**src/rtl/ccx_pkg.sv**
```systemverilog
// Shared CCX/CPX packet definitions used on the L1.5 <-> core return path.
// Field positions are fixed by the CPX packet format.
package ccx_pkg;

  localparam int CPX_WIDTH      = 145;
  localparam int CPX_VALID_BIT  = 144;
  localparam int CPX_ATOMIC_BIT = 129;
  localparam int CPX_RTNTYPE_HI = 143;
  localparam int CPX_RTNTYPE_LO = 140;

  function automatic logic cpx_is_atomic(input logic [CPX_WIDTH-1:0] pkt);
    return pkt[CPX_ATOMIC_BIT];
  endfunction

endpackage

```
**src/rtl/cpx_buf_ptr.sv**
```systemverilog
// Read/write pointers and occupancy for the CPX return buffer.
// Pointers wrap naturally because DEPTH is a power of two.
module cpx_buf_ptr #(
  parameter int DEPTH = 4,
  localparam int PW = $clog2(DEPTH),
  localparam int CW = $clog2(DEPTH + 1)
) (
  input  logic          clk,
  input  logic          rst_n,
  input  logic          enq_i,
  input  logic          deq_i,
  output logic [PW-1:0] wr_ptr_o,
  output logic [PW-1:0] rd_ptr_o,
  output logic [CW-1:0] count_o,
  output logic [CW-1:0] count_d_o,
  output logic          full_o,
  output logic          empty_o
);

  logic [PW-1:0] wr_ptr_q, wr_ptr_d;
  logic [PW-1:0] rd_ptr_q, rd_ptr_d;
  logic [CW-1:0] count_q, count_d;

  always_comb begin
    wr_ptr_d = wr_ptr_q;
    rd_ptr_d = rd_ptr_q;
    count_d  = count_q;
    if (enq_i) wr_ptr_d = wr_ptr_q + PW'(1);
    if (deq_i) rd_ptr_d = rd_ptr_q + PW'(1);
    case ({enq_i, deq_i})
      2'b10:   count_d = count_q + CW'(1);
      2'b01:   count_d = count_q - CW'(1);
      default: count_d = count_q;
    endcase
  end

  always_ff @(posedge clk) begin
    if (!rst_n) begin
      wr_ptr_q <= '0;
      rd_ptr_q <= '0;
      count_q  <= '0;
    end else begin
      wr_ptr_q <= wr_ptr_d;
      rd_ptr_q <= rd_ptr_d;
      count_q  <= count_d;
    end
  end

  assign wr_ptr_o  = wr_ptr_q;
  assign rd_ptr_o  = rd_ptr_q;
  assign count_o   = count_q;
  assign count_d_o = count_d;
  assign full_o    = (count_q == CW'(DEPTH));
  assign empty_o   = (count_q == '0);

endmodule

```
**src/rtl/cpx_return_buffer.sv**
```systemverilog
// Elastic CPX return queue: absorbs unthrottled CPX packets, drains them to the core
// via ready/valid, and never exposes the first half of an atomic pair without its partner.
module cpx_return_buffer
  import ccx_pkg::*;
#(
  parameter int DEPTH        = 4,
  parameter int AFULL_MARGIN = 1,
  localparam int PW = $clog2(DEPTH),
  localparam int CW = $clog2(DEPTH + 1)
) (
  input  logic                 clk,
  input  logic                 rst_n,
  input  logic                 cpx_in_val,
  input  logic [CPX_WIDTH-1:0] cpx_in_data,
  output logic                 cpx_out_val,
  output logic [CPX_WIDTH-1:0] cpx_out_data,
  input  logic                 cpx_out_ready,
  output logic                 cpxbuf_afull,
  output logic                 cpxbuf_ovf_err,
  output logic [CW-1:0]        cpxbuf_count
);

  logic [CPX_WIDTH-1:0] mem_q   [DEPTH];
  logic                 first_q [DEPTH];

  logic [PW-1:0] wr_ptr, rd_ptr;
  logic [CW-1:0] count, count_d;
  logic          full, empty;
  logic          enq, deq, in_atomic, head_first;

  logic pair_phase_q, pair_phase_d;
  logic ovf_err_q, ovf_err_d;
  logic afull_q, afull_d;

  cpx_buf_ptr #(.DEPTH(DEPTH)) u_ptr (
    .clk       (clk),
    .rst_n     (rst_n),
    .enq_i     (enq),
    .deq_i     (deq),
    .wr_ptr_o  (wr_ptr),
    .rd_ptr_o  (rd_ptr),
    .count_o   (count),
    .count_d_o (count_d),
    .full_o    (full),
    .empty_o   (empty)
  );

  assign in_atomic  = cpx_is_atomic(cpx_in_data);
  assign head_first = first_q[rd_ptr];

  // A first-half atomic at the head waits until its second half is also queued.
  assign cpx_out_val  = ~empty & (~head_first | (count >= CW'(2)));
  assign cpx_out_data = empty ? '0 : mem_q[rd_ptr];

  assign deq = cpx_out_val & cpx_out_ready;
  assign enq = cpx_in_val & (~full | deq);

  always_comb begin
    pair_phase_d = pair_phase_q;
    ovf_err_d    = ovf_err_q;
    if (enq && in_atomic) pair_phase_d = ~pair_phase_q;
    if (cpx_in_val && full && !deq) ovf_err_d = 1'b1;
    afull_d = (count_d >= CW'(DEPTH - AFULL_MARGIN));
  end

  // Storage is deliberately not reset; occupancy gates everything visible.
  always_ff @(posedge clk) begin
    if (enq) begin
      mem_q[wr_ptr]   <= cpx_in_data;
      first_q[wr_ptr] <= in_atomic & ~pair_phase_q;
    end
  end

  always_ff @(posedge clk) begin
    if (!rst_n) begin
      pair_phase_q <= 1'b0;
      ovf_err_q    <= 1'b0;
      afull_q      <= 1'b0;
    end else begin
      pair_phase_q <= pair_phase_d;
      ovf_err_q    <= ovf_err_d;
      afull_q      <= afull_d;
    end
  end

  assign cpxbuf_afull   = afull_q;
  assign cpxbuf_ovf_err = ovf_err_q;
  assign cpxbuf_count   = count;

endmodule

```
**config.mk**
```make
export PLATFORM = sky130hd
export DESIGN_NAME = cpx_return_buffer
export DESIGN_NICKNAME = d
export VERILOG_FILES = /design/src/rtl/ccx_pkg.sv /design/src/rtl/cpx_buf_ptr.sv /design/src/rtl/cpx_return_buffer.sv
export SDC_FILE = /design/constraint.sdc
export NUM_CORES = 1
export LEC_CHECK = 0
export ABC_AREA = 1
export ABC_CLOCK_PERIOD_IN_PS = 8500
export CAP_MARGIN = 20
export CORE_UTILIZATION = 40
export CTS_BUF_LIST = sky130_fd_sc_hd__clkbuf_8
export DETAILED_ROUTE_END_ITERATION = 8
export GPL_ROUTABILITY_DRIVEN = 0
export PLACE_DENSITY = 0.7
export REMOVE_ABC_BUFFERS = 1
export SYNTH_ARGS = -nofsm -noshare
export SYNTH_HDL_FRONTEND = slang
export SYNTH_SLANG_ARGS = --single-unit
```
**constraint.sdc**
```tcl
create_clock -name clk -period 8.5 [get_ports clk]
set_input_delay 1.275 -clock clk [delete_from_list [all_inputs] [get_ports clk]]
set_output_delay 1.275 -clock clk [all_outputs]
set_load 0.05 [all_outputs]
```
# --- Word level (Yosys, flattened, before mapping) ---
# Memories as Yosys holds them, arrays and structs flattened. A register that Yosys moved wholly into a read port is not among the register bits.
# Index checks and enable logic that the tools add are counted.
word_totals:
  reg_bits: 10
  latch_bits: 0
  mem_bits_rw: 584
  mem_bits_ro: 0
  wordCells: 40
  mem_count: 2
mem_list:
  columns: ["name", "depth", "width", "read_ports", "rd_ports_with_merged_regs", "write_ports", "line_no", "source"]
  rows:
  - ["mem_q", 4, 145, 1, 1, 1, "cpx_return_buffer.sv:23", "logic [CPX_WIDTH-1:0] mem_q [DEPTH];"]
  - ["first_q", 4, 1, 1, 1, 1, "cpx_return_buffer.sv:24", "logic first_q [DEPTH];"]
op_classes:
  add_sub_neg: 4
  mul: 0
  div: 0
  magnitude_cmp: 2
  eq_ne: 3
  shift: 0
  n_mux: 8
  bitwise: 10
  n_reduce_logical: 5
op_table:
  columns: ["op", "n"]
  rows:
  - ["145-bit 2-to-1 mux", 1]
  - ["2-bit 2-to-1 mux", 4]
  - ["3-bit by 2-bit greater-or-equal comparator with 1-bit output, second input constant", 2]
  - ["3-bit one-hot mux with 2 select lines", 1]
  - ["2-bit by 1-bit adder with 2-bit output, second input constant", 2]
  - ["1-bit AND", 4]
  - ["1-bit NOT", 4]
  - ["3-bit by 1-bit adder with 3-bit output, second input constant", 1]
  - ["3-bit equality test, second input constant", 1]
  - ["1-bit logical AND", 3]
  - ["3-bit logical NOT", 1]
  - ["3-bit by 1-bit subtractor with 3-bit output, second input constant", 1]
  - ["2-bit by 1-bit equality test with 1-bit output, second input constant", 1]
  - ["2-bit equality test, second input constant", 1]
  - ["1-bit 2-to-1 mux", 2]
  - ["1-bit OR", 2]
  - ["1-bit logical NOT", 1]

# --- Logic depth before layout (Yosys ltp) ---
# Gate-level depths: netlist (run 1).
depth:
  word_depth: 9
  depth_mapped: 14
  depth_no_buf: 13

# --- Hierarchy ---
# A second synthesis (run 1) with hierarchy kept.
hier_totals:
  cells_unflattened: 1797
  hier_area_um2: 22969.5
modules_own_cells:
  columns: ["module", "n_inst", "cells_per_inst", "area_per_inst_um2", "seq_area_each_um2"]
  rows:
  - ["cpx_return_buffer", 1, 1752, 22628.0, 17596.9]
  - ["cpx_buf_ptr", 1, 45, 341.6, 140.1]

# --- Worst setup path after synthesis (run 1) ---
# OpenSTA, ideal clock, no wires.
synth_timing:
  path_kind: "input port to flip-flop"
  start: "input cpx_out_ready"
  end: "memory first_q[0] (enable)"
  arrival_ns: 7.639
  setup_slack_ns: 0.207
  path_stages: 4
  path_buffers: 0
  path_cell_list: "inv_1 nand4_1 nand2_1 nor2_1"
synth_between:
  elab_chain_cells: 5
synth_rtl:
  columns: ["item", "line_no", "source"]
  rows:
  - ["from (decl)", "cpx_return_buffer.sv:17", "input logic cpx_out_ready,"]
  - ["1-bit AND", "cpx_return_buffer.sv:55", "assign deq = cpx_out_val & cpx_out_ready;"]
  - ["1-bit OR", "cpx_return_buffer.sv:56", "assign enq = cpx_in_val & (~full | deq);"]
  - ["1-bit AND", "cpx_return_buffer.sv:56", null]
  - ["1-bit 2-to-1 mux", "cpx_return_buffer.sv:68", "if (enq) begin"]
  - ["1-bit 2-to-1 mux (implied by the code)", "cpx_return_buffer.sv:70", "first_q[wr_ptr] <= in_atomic & ~pair_phase_q;"]
  - ["to (decl)", "cpx_return_buffer.sv:24", null]
# No other way between the ends.

==> reports/qor.yml, run 1 <==
antenna_found_initial: 5
area_growth_pct: 23.5
cp.arrival_ns: 4.70
yosys-top-cells-area: "edfxtp_1, nor2_1, o21ai_0"
worst_pin_slew_ns: 1.10
ir_drop_mv: 0.335
cp-start-kind: "flip-flop"
layout_min_cycle_time_ns: 5.98
utilization: 0.503
pre_cts_ws_ns: 3.28
cts_max_level: 3
yosys.area.top_type: "edfxtp_1"
gr-usage-met3: 0.0467
skew_ns: 0.0366
maxSlewHeadroom: 0.265
vias: 14900
grt_first_pass_wirelength_mm: 84.5
leakage_nw: 9.64
numCtsBuffers: 96
post-dp-hpwl_mm: 28.5
final_common_cell: "nor2_1"
grt_usage: 0.186
path_cells: "buf_4, buf_4, nor2_1, nor2_1, o21ai_0, a21oi_1, clkdlybuf4s50_1"
die_height_um: 242
fin_nets: 2263
path_clk_slew_ns: 0.06
crit_path_max_fanout: 94
clock_path_buffers: 3
ys_types: 22
critical-path-slowest-cell: "dfxtp_4"
slew_viol_final: 0
fin_setup_tns_ns: 0
netlist.area_leader.share: 0.761
drt_iter0_drc: 927
io_buffers: 299
cts_setup_buffers: 0
mostFrequentLayoutCells: "nor2_1, edfxtp_1, clkdlybuf4s50_1"
end_kind: "output pin"
criticalPathCategory: "reg2out"
postRouteAntennaNets: 0
routed_via_density: 5.07
grt_start_max_net_pins: 178
use_met1: 0.240
first_global_vias: 15100
finalCritPeriodShare: 0.703
syn_area_per_cell_um2: 12.7
place_area_mm2: 0.0267
netlist_area_mm2: 0.0230
fin_area_mm2: 0.0285
yosysSeqAreaShare: 0.772
finalSetupViolCount: 0
start_util: 0.407
clock_latency_ns: 0.69
dieArea_mm2: 0.0586
status: "completed"
cts_resized: 0
gr-max-usage-layer: "met2"
rsz0062_at_grt: "false"
ys_ff_latch: 596
drive_gt1_frac: 0.0626
p_total_mw: 8.61
die_x_um: 242
dp_cells: 2767
num_rows: 87
min_path_type: "reg2reg"
synth_cells: 1809
drtPass1Iterations: 5
powerDensity_mw_per_mm2: 302
wl_per_cell_um: 18.6
yosys_warnings: 0
met2_usage: 0.307
critPathRequiredTime_ns: 7.22
wl_mm: 54.8
finalHoldViolCount: 0
drc: 0
worst_slack_ns: 2.52
slowest_delay_ns: 0.93
fin_hold_ws_ns: 0.469
cts_tree: "done"
root_buffer: "clkbuf_8"
grt-ovfl-total: 0
cts_sinks: 596
cts_hold_buf: 0
maxCapViolCount: 0
io-pin-count: 300
stdcell_count: 2944
fmax_mhz: 167
core_area_mm2: 0.0566
==> metal layers <==
metal	routed length, um	part of all wire
met1	23200	0.42
met2	26500	0.48
met3	4090	0.075
met4	943	0.017
met5	69	0.0013
==> registers in the layout, indices dropped and copies added (netlist names), named ones only <==
name and count:
cpxbuf_afull 1, mem_q 580, u_ptr.rd_ptr_o 2, cpxbuf_ovf_err 1, u_ptr.count_o 3, first_q 4, pair_phase_q 1, u_ptr.wr_ptr_o 2
==> critical path, delay by kind of cell (launching register included) <==
kind	cells	cell delay [ns]
compound gates	2	0.33
flops	1	0.93
buf+inv	3	2.25
simple gates	2	0.26
==> synth_stat cells <==
master,count
a21oi_1,151
a31oi_1,1
buf_1,11
buf_2,45
buf_4,2
clkbuf_1,53
dfxtp_1,12
edfxtp_1,584
fa_1,1
ha_1,4
inv_1,20
inv_2,2
nand2_1,25
nand3_1,7
nand3_2,2
nand4_1,3
nor2_1,589
nor2_2,1
nor3_1,1
o21ai_0,292
o21ai_1,2
xor2_1,1
==> logic make-up (layout without fill, tap and decap cells) <==
logic type               after synthesis  after routing  synth area share
adder cells (fa/ha/maj)                5              5           0.00304
AO/OA/AOI/OAI                        446            446            0.0969
flip-flops                           596            596             0.772
buffers and inverters                133            511            0.0244
XOR/XNOR                               1              1          0.000380
AND/OR/NAND/NOR                      628            628             0.104
other                                  0              1                 0
==> report_power, final <==
part	internal (mW)	total, mW	leakage [nW]	switching (mW)
Combinational	0.803	2.87	3.18	2.07
Clock	1.15	2.24	1.01	1.08
Sequential	3.42	3.50	5.46	0.0739
==> final cells by class <==
type / instances / area, um2
antenna: 1 / 2.50
clock buffer: 97 / 1340
clock inverter: 79 / 410
fill: 4894 / 28100
inverter: 22 / 97.6
multi-input combinational: 1080 / 4730
sequential: 596 / 17800
tap: 756 / 946
timing repair buffer: 313 / 3150
==> path summary, 6_finish.rpt <==
path | start | endpoint | slack, ns | depth (start not counted)
worst max-delay path | flip-flop | cpx_out_data[80] | 2.52 | 7
worst min register to register | u_ptr.rd_ptr_o[0] | flip-flop | 0.47 | 2
worst max register to register | flip-flop | cpxbuf_afull | 5.22 | 11
worst min-delay path | u_ptr.rd_ptr_o[0] | flip-flop | 0.47 | 2
Note: power is estimated with default switching activity, not from simulation.
==> inputs of run 2 (changes only) <==
ABC_CLOCK_PERIOD_IN_PS = 5000   (was 8500)
clock period = 5 ns   (was 8.5 ns; I/O delays follow)
==> reports/qor.yml, run 2 (same netlist as run 1, synthesis figures left out) <==
dieArea_mm2: 0.0586  # unchanged
cts_resized: 0  # unchanged
io-pin-count: 300  # unchanged
start_util: 0.407  # unchanged
io_buffers: 299  # unchanged
netSwitchingPower_mw: 5.53  # was 3.23 mW
finalHoldViolCount: 0  # unchanged
leakage_nw: 9.72  # was 9.64 nW
min_path_type: "reg2reg"  # unchanged
reg2reg_slack_ns: 1.96  # was 5.22 ns
die_height_um: 242  # unchanged
cts_hold_buf: 0  # unchanged
fillers: 4790  # was 4,894
path_clk_slew_ns: 0.06  # about the same
grt_first_pass_wirelength_mm: 84.2  # was 84.5 mm
fmax_mhz: 229
largest-register: "mem_q"  # unchanged
wl_per_cell_um: 18.6  # about the same
post-dp-hpwl_mm: 29.7  # was 28.5 mm
cts_setup_buffers: 0  # unchanged
die_x_um: 242  # unchanged
powerDensity_mw_per_mm2: 516  # was 302 mW/mm2
worstHoldStart: "u_ptr.rd_ptr_o[0]"  # unchanged
utilization: 0.506  # was 0.503
end_kind: "output pin"  # unchanged
fin_setup_tns_ns: 0  # unchanged
first_global_vias: 15100  # about the same
holdPathStages: 2  # unchanged
mostFrequentLayoutCells: "nor2_1, edfxtp_1, clkdlybuf4s50_1"  # unchanged
skew_ns: 0.0230  # was 0.0366 ns
drt_iter0_drc: 1207  # was 927
ir_drop_mv: 0.426  # was 0.335 mV
layout_min_cycle_time_ns: 4.37
cts_sinks: 596  # unchanged
p_int_mw: 9.25  # was 5.38 mW
cts_tree: "done"  # unchanged
rsz0062_at_grt: "false"  # unchanged
area_growth_pct: 24.4  # was 23.5%
routed_via_density: 5.05  # was 5.07
fin_hold_ws_ns: 0.457  # was 0.469 ns
rr_worst_depth: 10  # was 11
critPathRequiredTime_ns: 4.25  # was 7.22 ns
pwr-share-seq: 0.401  # was 0.406
largest_reg_flops: 580  # unchanged
final_common_cell: "nor2_1"  # unchanged
cp-start-kind: "flip-flop"  # unchanged
slew_viol_final: 0  # unchanged
vias: 14900  # about the same
wl_mm: 54.9  # was 54.8 mm
num_rows: 87  # unchanged
grt_usage: 0.185  # was 0.186
fin_nets: 2270  # was 2,263
p_sw_frac: 0.374  # was 0.375
comb_power_share: 0.335  # was 0.334
drtPass1Iterations: 5  # unchanged
stdcell_count: 2952  # was 2,944
core_area_mm2: 0.0566  # unchanged
numCtsBuffers: 95  # was 96
clock_path_buffers: 3  # unchanged
postRouteAntennaNets: 0  # unchanged
drc: 0  # unchanged
finalCritPeriodShare: 0.874
grt-ovfl-total: 0  # unchanged
clock_latency_ns: 0.68  # was 0.69 ns
status: "completed"  # unchanged
drive_gt1_frac: 0.0702  # was 0.0626
cp.arrival_ns: 3.62  # was 4.70 ns
p_total_mw: 14.8  # was 8.61 mW
cts_max_level: 3  # unchanged
antenna_found_initial: 4  # was 5
maxSlewHeadroom: 0.386  # was 0.265
crit_path_max_fanout: 114  # was 94
maxCapViolCount: 0  # unchanged
grt_start_max_net_pins: 125  # was 178
root_buffer: "clkbuf_8"  # unchanged
criticalPathCategory: "reg2out"  # unchanged
clockPowerShare: 0.264  # was 0.260
worst_pin_slew_ns: 0.921  # was 1.10 ns
finalSetupViolCount: 0  # unchanged
dp_cells: 2775  # was 2,767
==> run 2: worst paths after layout <==
kind | to
setup / recovery | cpx_out_data[69]
hold / removal | flip-flop
setup reg to reg | cpxbuf_afull
hold reg to reg | flip-flop
==> run 2: layout make-up <==
type / instances / area, um2 / area share
Multi-Input combinational cell: 1080 / 4730 / 0.165
Clock inverter: 78 / 447 / 0.0156
Inverter: 22 / 97.6 / 0.00341
Antenna cell: 2 / 5.00 / 0.000175
Clock buffer: 97 / 1340 / 0.0466
Tap cell: 756 / 946 / 0.0330
Timing Repair Buffer: 321 / 3310 / 0.115
Sequential cell: 596 / 17800 / 0.621
==> run 2: metrics by stage <==
step                area, um2  setup WS [ns]
floorplan               22600          -6.10
global placement        26900           1.34
detailed placement      26900           1.31
CTS                     28700          0.518
global route            28700          0.348
finish                  28700          0.628
==> run 2: worst max-delay path: stages (launching register included) <==
cell             delay [ns]
dfxtp_4                0.56
inv_6                  0.66
buf_4                  0.47
o21ai_0                0.16
a21oi_1                0.19
clkdlybuf4s50_1        0.83
==> run 2: power groups by stage <==
| stage | registers, mW | clock network [mW] | logic, mW |
|---|---|---|---|
| after CTS | 5.94 | 4.02 | 4.99 |
| after floorplan | 6.21 | 0 | 3.04 |
| after global placement | 6.03 | 0 | 4.93 |
| after detailed placement | 6.04 | 0 | 4.97 |
| after global routing | 5.96 | 4.23 | 5.24 |
| final | 5.93 | 3.90 | 4.95 |
==> run 2: routing by layer <==
layer  vias to the layer above  track usage  share of wire
met3                        92       0.0417          0.069
met5                         -            0        0.00051
met4                         4       0.0689          0.023
met2                       472        0.305           0.48
li1                       7054            -              -
met1                      7295        0.240           0.43
